--- config.mk ---
export PLATFORM = sky130hd
export DESIGN_NAME = rs232_frame_deframer
export DESIGN_NICKNAME = d
export VERILOG_FILES = /design/src/rtl/rs232_frame_deframer.sv
export SDC_FILE = /design/constraint.sdc
export NUM_CORES = 1
export LEC_CHECK = 0
export BUFFER_PORTS_ARGS = -buffer_cell sky130_fd_sc_hd__clkbuf_2
export CORE_MARGIN = 3
export CORE_UTILIZATION = 40
export CTS_BUF_LIST = sky130_fd_sc_hd__clkbuf_4 sky130_fd_sc_hd__clkbuf_8
export CTS_CLUSTER_DIAMETER = 30
export CTS_CLUSTER_SIZE = 25
export DETAILED_ROUTE_END_ITERATION = 8
export SYNTH_ARGS = -nofsm -noshare
export SYNTH_HDL_FRONTEND = slang
export SYNTH_SLANG_ARGS = --single-unit
--- constraint.sdc ---
create_clock -name clk_ref -period 5.6 [get_ports clk_ref]
set_input_delay 1.12 -clock clk_ref [delete_from_list [all_inputs] [get_ports clk_ref]]
set_output_delay 1.12 -clock clk_ref [all_outputs]
set_load 0.02 [all_outputs]
--- src/rtl/rs232_frame_deframer.sv ---
// Deframes sync/length header, payload words and sum trailer from an RS232 word stream into a packet stream.
// Define DEFRAMER_ACK_EN to add the ACK state and acknowledge-word handshake towards the transmitter.
module rs232_frame_deframer #(
    parameter logic [7:0]  SYNC_BYTE   = 8'h37,
    parameter int unsigned DEPTH       = 8,
    parameter int unsigned TIMEOUT_CYC = 500000
) (
    input  logic        clk_ref,
    input  logic        rst_n,
    input  logic [15:0] rx_q_i,
    input  logic        rx_dv_i,
    output logic [15:0] tx_data_o,
    output logic        tx_dv_o,
    input  logic        tx_busy_i,
    output logic [15:0] pkt_data_o,
    output logic        pkt_valid_o,
    output logic        pkt_last_o,
    input  logic        pkt_ready_i,
    output logic        frame_ok_o,
    output logic        frame_err_o,
    output logic        drop_o
);
    localparam int unsigned NW = $clog2(DEPTH + 1);
    localparam int unsigned PW = (DEPTH > 1) ? $clog2(DEPTH) : 1;
    localparam int unsigned CW = $clog2(TIMEOUT_CYC + 1);

    typedef enum logic [2:0] {
        S_IDLE    = 3'd0,
        S_PAYLOAD = 3'd1,
        S_CHECK   = 3'd2,
        S_DRAIN   = 3'd3
`ifdef DEFRAMER_ACK_EN
        , S_ACK   = 3'd4
`endif
    } state_e;

    state_e          state_q, state_d;
    logic [NW-1:0]   n_q, n_d;
    logic [NW-1:0]   wr_cnt_q, wr_cnt_d;
    logic [NW-1:0]   rd_ptr_q, rd_ptr_d;
    logic [15:0]     sum_q, sum_d;
    logic [CW-1:0]   cnt_q, cnt_d;
    logic [15:0]     pkt_data_q, pkt_data_d;
    logic            pkt_valid_q, pkt_valid_d;
    logic            pkt_last_q, pkt_last_d;
    logic            frame_ok_q, frame_ok_d;
    logic            frame_err_q, frame_err_d;
    logic            drop_q, drop_d;
    logic            mem_we_c;
    logic            timeout_c;
    logic            sync_c;
    logic            len_ok_c;
    logic [15:0]     mem_q [DEPTH];
`ifdef DEFRAMER_ACK_EN
    logic            ok_q, ok_d;
    logic [15:0]     tx_data_q, tx_data_d;
    logic            tx_dv_q, tx_dv_d;
`endif

    // Next-state, datapath and registered-output next values
    always_comb begin
        state_d     = state_q;
        n_d         = n_q;
        wr_cnt_d    = wr_cnt_q;
        rd_ptr_d    = rd_ptr_q;
        sum_d       = sum_q;
        cnt_d       = '0;
        frame_ok_d  = 1'b0;
        frame_err_d = 1'b0;
        drop_d      = 1'b0;
        mem_we_c    = 1'b0;
`ifdef DEFRAMER_ACK_EN
        ok_d        = ok_q;
        tx_data_d   = '0;
        tx_dv_d     = 1'b0;
`endif
        timeout_c = ((state_q == S_PAYLOAD) || (state_q == S_CHECK)) &&
                    (cnt_q == CW'(TIMEOUT_CYC - 1));
        sync_c    = rx_dv_i && (rx_q_i[15:8] == SYNC_BYTE);
        len_ok_c  = (rx_q_i[3:0] != 4'd0) && (32'(rx_q_i[3:0]) <= DEPTH);

        if (timeout_c) begin
            frame_err_d = 1'b1;
            state_d     = S_IDLE;
        end

        // A word landing on the timeout cycle is handled as if the frame had already been dropped
        if ((state_q == S_IDLE) || timeout_c) begin
            if (sync_c) begin
                if (len_ok_c) begin
                    n_d      = NW'(rx_q_i[3:0]);
                    sum_d    = '0;
                    wr_cnt_d = '0;
                    rd_ptr_d = '0;
                    state_d  = S_PAYLOAD;
                end else begin
                    frame_err_d = 1'b1;
                end
            end
        end else begin
            case (state_q)
                S_PAYLOAD: begin
                    if (rx_dv_i) begin
                        mem_we_c = 1'b1;
                        sum_d    = sum_q + rx_q_i;
                        wr_cnt_d = wr_cnt_q + NW'(1);
                        if (wr_cnt_q == n_q - NW'(1)) begin
                            state_d = S_CHECK;
                        end
                    end else begin
                        cnt_d = cnt_q + CW'(1);
                    end
                end
                S_CHECK: begin
                    if (rx_dv_i) begin
`ifdef DEFRAMER_ACK_EN
                        ok_d    = (rx_q_i == sum_q);
                        state_d = S_ACK;
`else
                        frame_ok_d  = (rx_q_i == sum_q);
                        frame_err_d = (rx_q_i != sum_q);
                        state_d     = (rx_q_i == sum_q) ? S_DRAIN : S_IDLE;
`endif
                    end else begin
                        cnt_d = cnt_q + CW'(1);
                    end
                end
`ifdef DEFRAMER_ACK_EN
                S_ACK: begin
                    drop_d = rx_dv_i;
                    if (!tx_busy_i) begin
                        tx_dv_d     = 1'b1;
                        tx_data_d   = ok_q ? 16'hA5A5 : 16'h5A5A;
                        frame_ok_d  = ok_q;
                        frame_err_d = !ok_q;
                        state_d     = ok_q ? S_DRAIN : S_IDLE;
                    end
                end
`endif
                S_DRAIN: begin
                    drop_d = rx_dv_i;
                    if (pkt_valid_q && pkt_ready_i) begin
                        rd_ptr_d = rd_ptr_q + NW'(1);
                        if (pkt_last_q) begin
                            state_d = S_IDLE;
                        end
                    end
                end
                default: state_d = S_IDLE;
            endcase
        end

        pkt_valid_d = (state_d == S_DRAIN);
        pkt_last_d  = pkt_valid_d && (rd_ptr_d == n_q - NW'(1));
        pkt_data_d  = pkt_valid_d ? mem_q[PW'(rd_ptr_d)] : 16'h0000;
    end

    always_ff @(posedge clk_ref or negedge rst_n) begin
        if (!rst_n) begin
            state_q     <= S_IDLE;
            n_q         <= '0;
            wr_cnt_q    <= '0;
            rd_ptr_q    <= '0;
            sum_q       <= '0;
            cnt_q       <= '0;
            pkt_data_q  <= '0;
            pkt_valid_q <= 1'b0;
            pkt_last_q  <= 1'b0;
            frame_ok_q  <= 1'b0;
            frame_err_q <= 1'b0;
            drop_q      <= 1'b0;
`ifdef DEFRAMER_ACK_EN
            ok_q        <= 1'b0;
            tx_data_q   <= '0;
            tx_dv_q     <= 1'b0;
`endif
        end else begin
            state_q     <= state_d;
            n_q         <= n_d;
            wr_cnt_q    <= wr_cnt_d;
            rd_ptr_q    <= rd_ptr_d;
            sum_q       <= sum_d;
            cnt_q       <= cnt_d;
            pkt_data_q  <= pkt_data_d;
            pkt_valid_q <= pkt_valid_d;
            pkt_last_q  <= pkt_last_d;
            frame_ok_q  <= frame_ok_d;
            frame_err_q <= frame_err_d;
            drop_q      <= drop_d;
`ifdef DEFRAMER_ACK_EN
            ok_q        <= ok_d;
            tx_data_q   <= tx_data_d;
            tx_dv_q     <= tx_dv_d;
`endif
        end
    end

    // Payload buffer carries no reset; every frame rewrites the words it reads back
    always_ff @(posedge clk_ref) begin
        if (mem_we_c) begin
            mem_q[PW'(wr_cnt_q)] <= rx_q_i;
        end
    end

    assign pkt_data_o  = pkt_data_q;
    assign pkt_valid_o = pkt_valid_q;
    assign pkt_last_o  = pkt_last_q;
    assign frame_ok_o  = frame_ok_q;
    assign frame_err_o = frame_err_q;
    assign drop_o      = drop_q;

`ifdef DEFRAMER_ACK_EN
    assign tx_data_o = tx_data_q;
    assign tx_dv_o   = tx_dv_q;
`else
    assign tx_data_o = 16'h0000;
    assign tx_dv_o   = 1'b0;
    wire unused_tx_busy = tx_busy_i;
`endif

endmodule

==> impl_metrics.tcl, run 1 <==
set metrics [dict create \
    post-route-drc-count 0 \
    setup_viol 0 \
    max_freq_ghz 0.267 \
    drt-pass1-iter-count 5 \
    total_power_mw 2.68 \
    cts.repair.resized 0 \
    crit_path_start_kind "primary input" \
    place_hpwl_mm 12.0 \
    synth-edff-count 128 \
    cts_buffers 17 \
    worst_pin_slew_ns 1.19 \
    start_util_pct 41.0 \
    antenna_cells 0 \
    cts.clk_slew.worst_paths_ns 0.11 \
    grt_usage_pct 16.5 \
    finalHoldViolCount 0 \
    drt_wl_total_mm 19.7 \
    whs_ns 0.496 \
    cp.arrival_ns 4.07 \
    worst_setup_path_end_kind "register" \
    cp_max_fo 34 \
    grt_pass1_wl_mm 30.9 \
    fin_crit_sh_pct 66.8 \
    skew_ns 0.0198 \
    critPathKind "primary input to register" \
    nets 799 \
    fin_tns_setup_ns 0 \
    cts_sinks 199 \
    ys_ff_latch 199 \
    rsz0062_at_grt "no" \
    dieArea_um2 24400 \
    grt_pass1_vias 5857 \
    synthCells 715 \
    clockBufferDepth 2 \
    p_per_area_nw_per_um2 270 \
    yosysWarnings 0 \
    critPathRequiredTime_ns 5.93 \
    async_flop_share_pct 35.7 \
    syn_to_final_growth_pct 10.2 \
    grt_max_degree 72 \
    cts-hold-fix-buffers 0 \
    fillers 1944 \
    drive_above_1_share_pct 16.1 \
    die_w_um 156 \
    synth.cell_area_um2 9020 \
    cts_tree "yes" \
    hp-class "register to register" \
    first_iter_violations 367 \
    num_rows 54 \
    grt_overflow 0 \
    antenna_found_initial 0 \
    relSlewSlack_pct 20.5 \
    core_area_um2 22000 \
    via_per_inst 5.37 \
    clock_latency_ns 0.47 \
    port_buffers 40 \
    die_y_um 156 \
    routabilityCongestion 0.768 \
    leakagePower_nw 3.75 \
    post-cts-setup-buffers 0 \
    wl_per_cell_um 18.8 \
    maxSlewViolCount 0 \
    drtAntennaViolNets 0 \
    fin_crit_ns 3.74 \
    seq_area_um2 5620 \
    io_pins 59 \
    status "finished clean" \
    synth_cell_type_count 65 \
    htree_levels 4 \
    ys_seq_area_share_pct 62.3 \
    vias 5648 \
    drv_cap 0 \
    avgSynthCellArea_um2 12.6 \
    synth_flop_cell "edfxtp_1" \
    multiInputGateArea_um2 3170 \
    irDropWorstVdd_v 0.000143 \
    cts_root_buf "clkbuf_8" \
]
[cells in the final DEF (no fill, tap or decap), drive strengths merged, types with 19 or more instances in the layout]
cell and n:
edfxtp 128, nand2 102, dfrtp 71, clkbuf 59
nand3 48, nor2 38, o211ai 33, mux2 33
a21oi 27, xnor2 26, ha 19
[worst max-delay path: stages]
cell and delay (ns):
clkbuf_2 0.17, nand4b_1 0.24, nor4_1 0.74, o2111ai_4 0.45, nand2_4 0.58, mux2_1 0.38
o211ai_1 0.25, a21oi_1 0.12
[logic make-up (layout without fill, tap and decap cells)]
family                   after synthesis  after routing  share of synthesized area, %
XOR/XNOR                              43             43                          4.33
adder cells (fa/ha/maj)               20             20                          2.86
multiplexers                          35             35                          4.34
buffers and inverters                 57             96                          3.80
other                                  1             18                        0.0416
AND/OR/NAND/NOR                      251            251                          13.6
AO/OA/AOI/OAI                        109            109                          8.71
flip-flops                           199            199                          62.3
[registers in the layout, summed over array words and instances, names as in the netlist]
name and flops:
mem_q 128, frame_ok_o 1, pkt_data_o 16, cnt_q 19, state_q 3, rd_ptr_q 4
pkt_last_o 1, drop_o 1, n_q 4, sum_q 16, frame_err_o 1, wr_cnt_q 4
pkt_valid_o 1
[metrics by stage]
stage | util [%] | area, µm² | setup WS, ns | std cells
after floorplan | - | 9090 | 1.73 | 732
after global placement | 43.1 | 9490 | 1.36 | 1019
after detailed placement | 43.1 | 9490 | 1.30 | 1019
after CTS | 45.1 | 9940 | 1.74 | 1051
after global routing | 45.1 | 9940 | 1.63 | 1051
final | 45.1 | 9940 | 1.86 | 1051
[metal layers]
metal | track usage (%) | share of wire, % | vias up
met3 | 3.25 | 3.5 | 24
met4 | 5.04 | 1.4 | 0
met1 | 20.4 | 44 | 2867
met5 | 0 | 0 | -
met2 | 29.3 | 51 | 100
li1 | - | - | 2657
[worst paths after layout]
check                           slack (ns)        endpoint       start  cells past startpoint
worst max-delay path                  1.86  pkt_data_o[10]  rx_q_i[11]                      8
worst min-delay path                  0.50        cnt_q[0]    cnt_q[0]                      1
worst max register to register        2.25  pkt_data_o[10]  state_q[2]                      8
worst min register to register        0.50        cnt_q[0]    cnt_q[0]                      1
max in group asynchronous             4.14   pkt_data_o[3]       rst_n                      1
min in group asynchronous             0.77        cnt_q[9]       rst_n                      1
[Yosys cell counts, drive strengths merged (4+ instances only)]
library cell | count | area, µm²
nor4b | 4 | 41.3
nand2b | 5 | 31.3
or4 | 4 | 30.0
ha | 19 | 238
a21oi | 27 | 135
xnor2 | 26 | 228
inv | 11 | 43.8
edfxtp | 128 | 3840
and3 | 5 | 31.3
nand2 | 102 | 393
clkbuf | 12 | 45.0
nor3 | 14 | 86.3
nor3b | 6 | 45.0
dfrtp | 71 | 1780
nand4 | 4 | 25.0
a22o | 5 | 43.8
o211ai | 33 | 268
mux2 | 33 | 372
nor4 | 6 | 43.8
a21o | 4 | 30.0
nand3 | 48 | 240
xor2 | 16 | 140
buf | 34 | 254
o21ai | 18 | 93.8
nor2 | 38 | 145
[power breakdown]
group	total [mW]	internal, mW	switching [mW]
combinational	0.0827	0.0202	0.0625
clock	1.03	0.518	0.514
sequential	1.57	1.57	0.00206
total	2.68	2.10	0.579
[final cells by class]
cell class / count / area share, %
flip-flops and latches: 199 / 56.5
multi-input cells: 476 / 31.9
well taps: 280 / 3.52
repair buffers: 53 / 3.02
clock buffers: 20 / 2.64
clock inverters: 12 / 1.91
inverters: 11 / 0.440
No activity file was read; power rests on OpenSTA's default activity.
==> run 2, diff against run 1 <==
Settings changed: ABC_AREA set to 1.
Clock period 5.6 ns to 3.2 ns, I/O delays scaled along.
==> run 2 against run 1 <==
  * Sequential share of layout area shrank 4.7 points
  * Clock power grew 66%
  * Combinational power grew to 4.7 times the previous value
  * Critical endpoint is now pkt_data_o[14]
  * Wire length grew 12%
  * Critical path type is now register to register
==> impl_metrics.tcl, run 2 <==
set metrics [dict create \
    avgSynthCellArea_um2 9.12 \
    drtAntennaViolNets 0 \
    cts.clk_slew.worst_paths_ns 0.13 \
    met2WireLength_mm 10.4 \
    cts.repair.resized 0 \
    synthCells 1077 \
    grt_pass1_vias 6832 \
    antenna_cells 0 \
    fin_crit_sh_pct 76.5 \
    async_flop_share_pct 35.7 \
    seqPwrFrac_pct 56.8 \
    synth.area.top_cells "edfxtp_1, dfrtp_1, nand2_1, nand3_1, inv_1" \
    synth.cell_area_um2 9830 \
    setup_viol 0 \
    cts-hold-fix-buffers 0 \
    r2r_slack_ns 0.75 \
    dieArea_um2 26500 \
    synth-edff-count 128 \
    synth_fa_ha_area_share_pct 2.62 \
    fin_tns_setup_ns 0 \
    whs_ns 0.120 \
    drv_cap 0 \
    dpl_worst_slack_ns 0.287 \
    post-route-drc-count 0 \
    swShare_pct 27.0 \
    post-cts-setup-buffers 0 \
    grt_usage_pct 17.4 \
    pwr-share-comb_pct 8.0 \
    power_switching_mw 1.31 \
    cts_sinks 199 \
    wl_met1_mm 10.3 \
    dpl.cell_count 1428 \
    total_power_mw 4.85 \
    routabilityCongestion 0.858 \
    synth.most_common_cell "nand2_1" \
    relSlewSlack_pct 51.9 \
    clockBufferDepth 2 \
    netlist.area_leader.share_pct 39.1 \
    synth_flop_cell "edfxtp_1" \
    cts_root_buf "clkbuf_8" \
    hp-class "primary input to async pin" \
    finalHoldViolCount 0 \
    ys_seq_area_share_pct 57.2 \
    fin_crit_ns 2.45 \
    synth_top_family_by_area "simple AND/OR/NAND/NOR gates" \
    synth.cells.most_frequent "nand2_1, inv_1, edfxtp_1, nand3_1, nor2_1" \
    die_y_um 163 \
    worst_slack_ns 0.752 \
    cp.arrival_ns 2.82 \
    port_buffers 40 \
    critPathRequiredTime_ns 3.57 \
    grt_pass1_wl_mm 35.7 \
    wl_per_cell_um 15.1 \
    drive_above_1_share_pct 11.2 \
    cell_internal_pwr_mw 3.54 \
    syn_to_final_growth_pct 10.4 \
    antenna_found_initial 1 \
    maxSlewViolCount 0 \
    crit_path_start_kind "register" \
    leakagePower_nw 4.88 \
    irDropWorstVdd_v 0.000329 \
    critPathKind "register to register" \
    worst_setup_path_end_kind "register" \
    regMostFlops "mem_q" \
    cts_tree "yes" \
    yosysWarnings 0 \
    postLayoutCellArea_um2 10800 \
    die_w_um 163 \
    drt_wl_total_mm 22.1 \
    rsz0062_at_grt "no" \
    r2r_cells 13 \
    grt_max_degree 66 \
    nets 1169 \
    synth_area_leader_cell "edfxtp_1" \
    wl_met3_um 941 \
    num_rows 56 \
    synth_compound_area_share_pct 4.51 \
    reg_top3 "mem_q (128), cnt_q (19)" \
    cts_buffers 17 \
    final_cell_mix "nand2_1, inv_1, edfxtp_1" \
    p_per_area_nw_per_um2 447 \
    clockPowerShare_pct 35.2 \
    cp_max_fo 65 \
    place_hpwl_mm 14.2 \
    r2r-end "pkt_data_o[14]" \
    io_pins 59 \
    vias 7066 \
    reg2reg_from "cnt_q[0]" \
    fillers 2288 \
    via_per_inst 4.84 \
    max_freq_ghz 0.408 \
    htree_levels 4 \
    clock_latency_ns 0.48 \
    first_iter_violations 558 \
    top_layer "met5" \
    grt_overflow 0 \
    fin_cells 1460 \
    synthSimpleGateAreaFrac_pct 24.1 \
    fin_util_pct 45.5 \
    largest_reg_flops 128 \
    drt-pass1-iter-count 5 \
    synth_xor_area_share_pct 2.14 \
    synth_cell_type_count 45 \
    worst_pin_slew_ns 0.722 \
    ys_ff_latch 199 \
    status "finished clean" \
    final_common_cell "nand2_1" \
    muxShareOfSynthArea_pct 0 \
    core_area_um2 23800 \
    start_util_pct 41.2 \
    place_area_um2 10400 \
    skew_ns 0.0234 \
]
## run 2: critical path: stages, from the launching register on
cell and delay, ns:
dfrtp_1 0.37, ha_1 0.21, nand4_1 0.20, a21oi_2 0.17
nand2_2 0.10, o21ai_4 0.17, nand2_4 0.25, nand2_2 0.16
buf_12 0.29, nand2_1 0.09, nand3_1 0.08, nand2_1 0.06
nor2_1 0.12, nor2_1 0.06
## run 2: how the worst max path moves through the flow
stage | startpoint | depth (start not counted) | to | slack (ns)
floorplan | cnt_q[0] | 10 | mem_q[4][0] | 0.33
global placement | rx_q_i[13] | 12 | pkt_data_o[14] | 0.32
detailed placement | rx_q_i[13] | 12 | pkt_data_o[14] | 0.29
CTS | cnt_q[0] | 13 | pkt_data_o[14] | 0.72
global route | cnt_q[0] | 13 | pkt_data_o[1] | 0.50
finish | cnt_q[0] | 13 | pkt_data_o[14] | 0.75
## run 2: cells by family (layout without fill, tap and decap cells)
group                      after synthesis  count (layout)
and+or+nand+nor                        546             546
buffers and inverters                  209             256
DFF                                    199             199
AOI/OAI and AO/OA                       78              78
xor gates and xnor gates                24              24
adders and majority gates               20              20
other                                    1              18
## run 2: power by group through the flow
stage | Clock [mW] | Combinational (mW) | Sequential [mW]
floorplan | 0 | 0.269 | 2.81
global placement | 0 | 0.387 | 2.81
detailed placement | 0 | 0.390 | 2.81
CTS | 1.76 | 0.392 | 2.76
global route | 1.85 | 0.440 | 2.76
finish | 1.71 | 0.386 | 2.76
## run 2: cell type report
| type | instances | area [µm²] | area share [%] |
|---|---|---|---|
| flip-flops and latches | 199 | 5620 | 51.8 |
| multi-input cells | 686 | 3370 | 31.1 |
| inverters | 158 | 596 | 5.49 |
| repair buffers | 66 | 423 | 3.90 |
| well taps | 319 | 399 | 3.68 |
| clock buffers | 17 | 234 | 2.16 |
| clock inverters | 15 | 204 | 1.88 |
## run 2: metal layers
| layer | up-vias | global-route usage (%) |
|---|---|---|
| met4 | 2 | 5.61 |
| met3 | 33 | 3.31 |
| li1 | 3532 | - |
| met5 | - | 0 |
| met2 | 161 | 28.9 |
| met1 | 3338 | 23.2 |
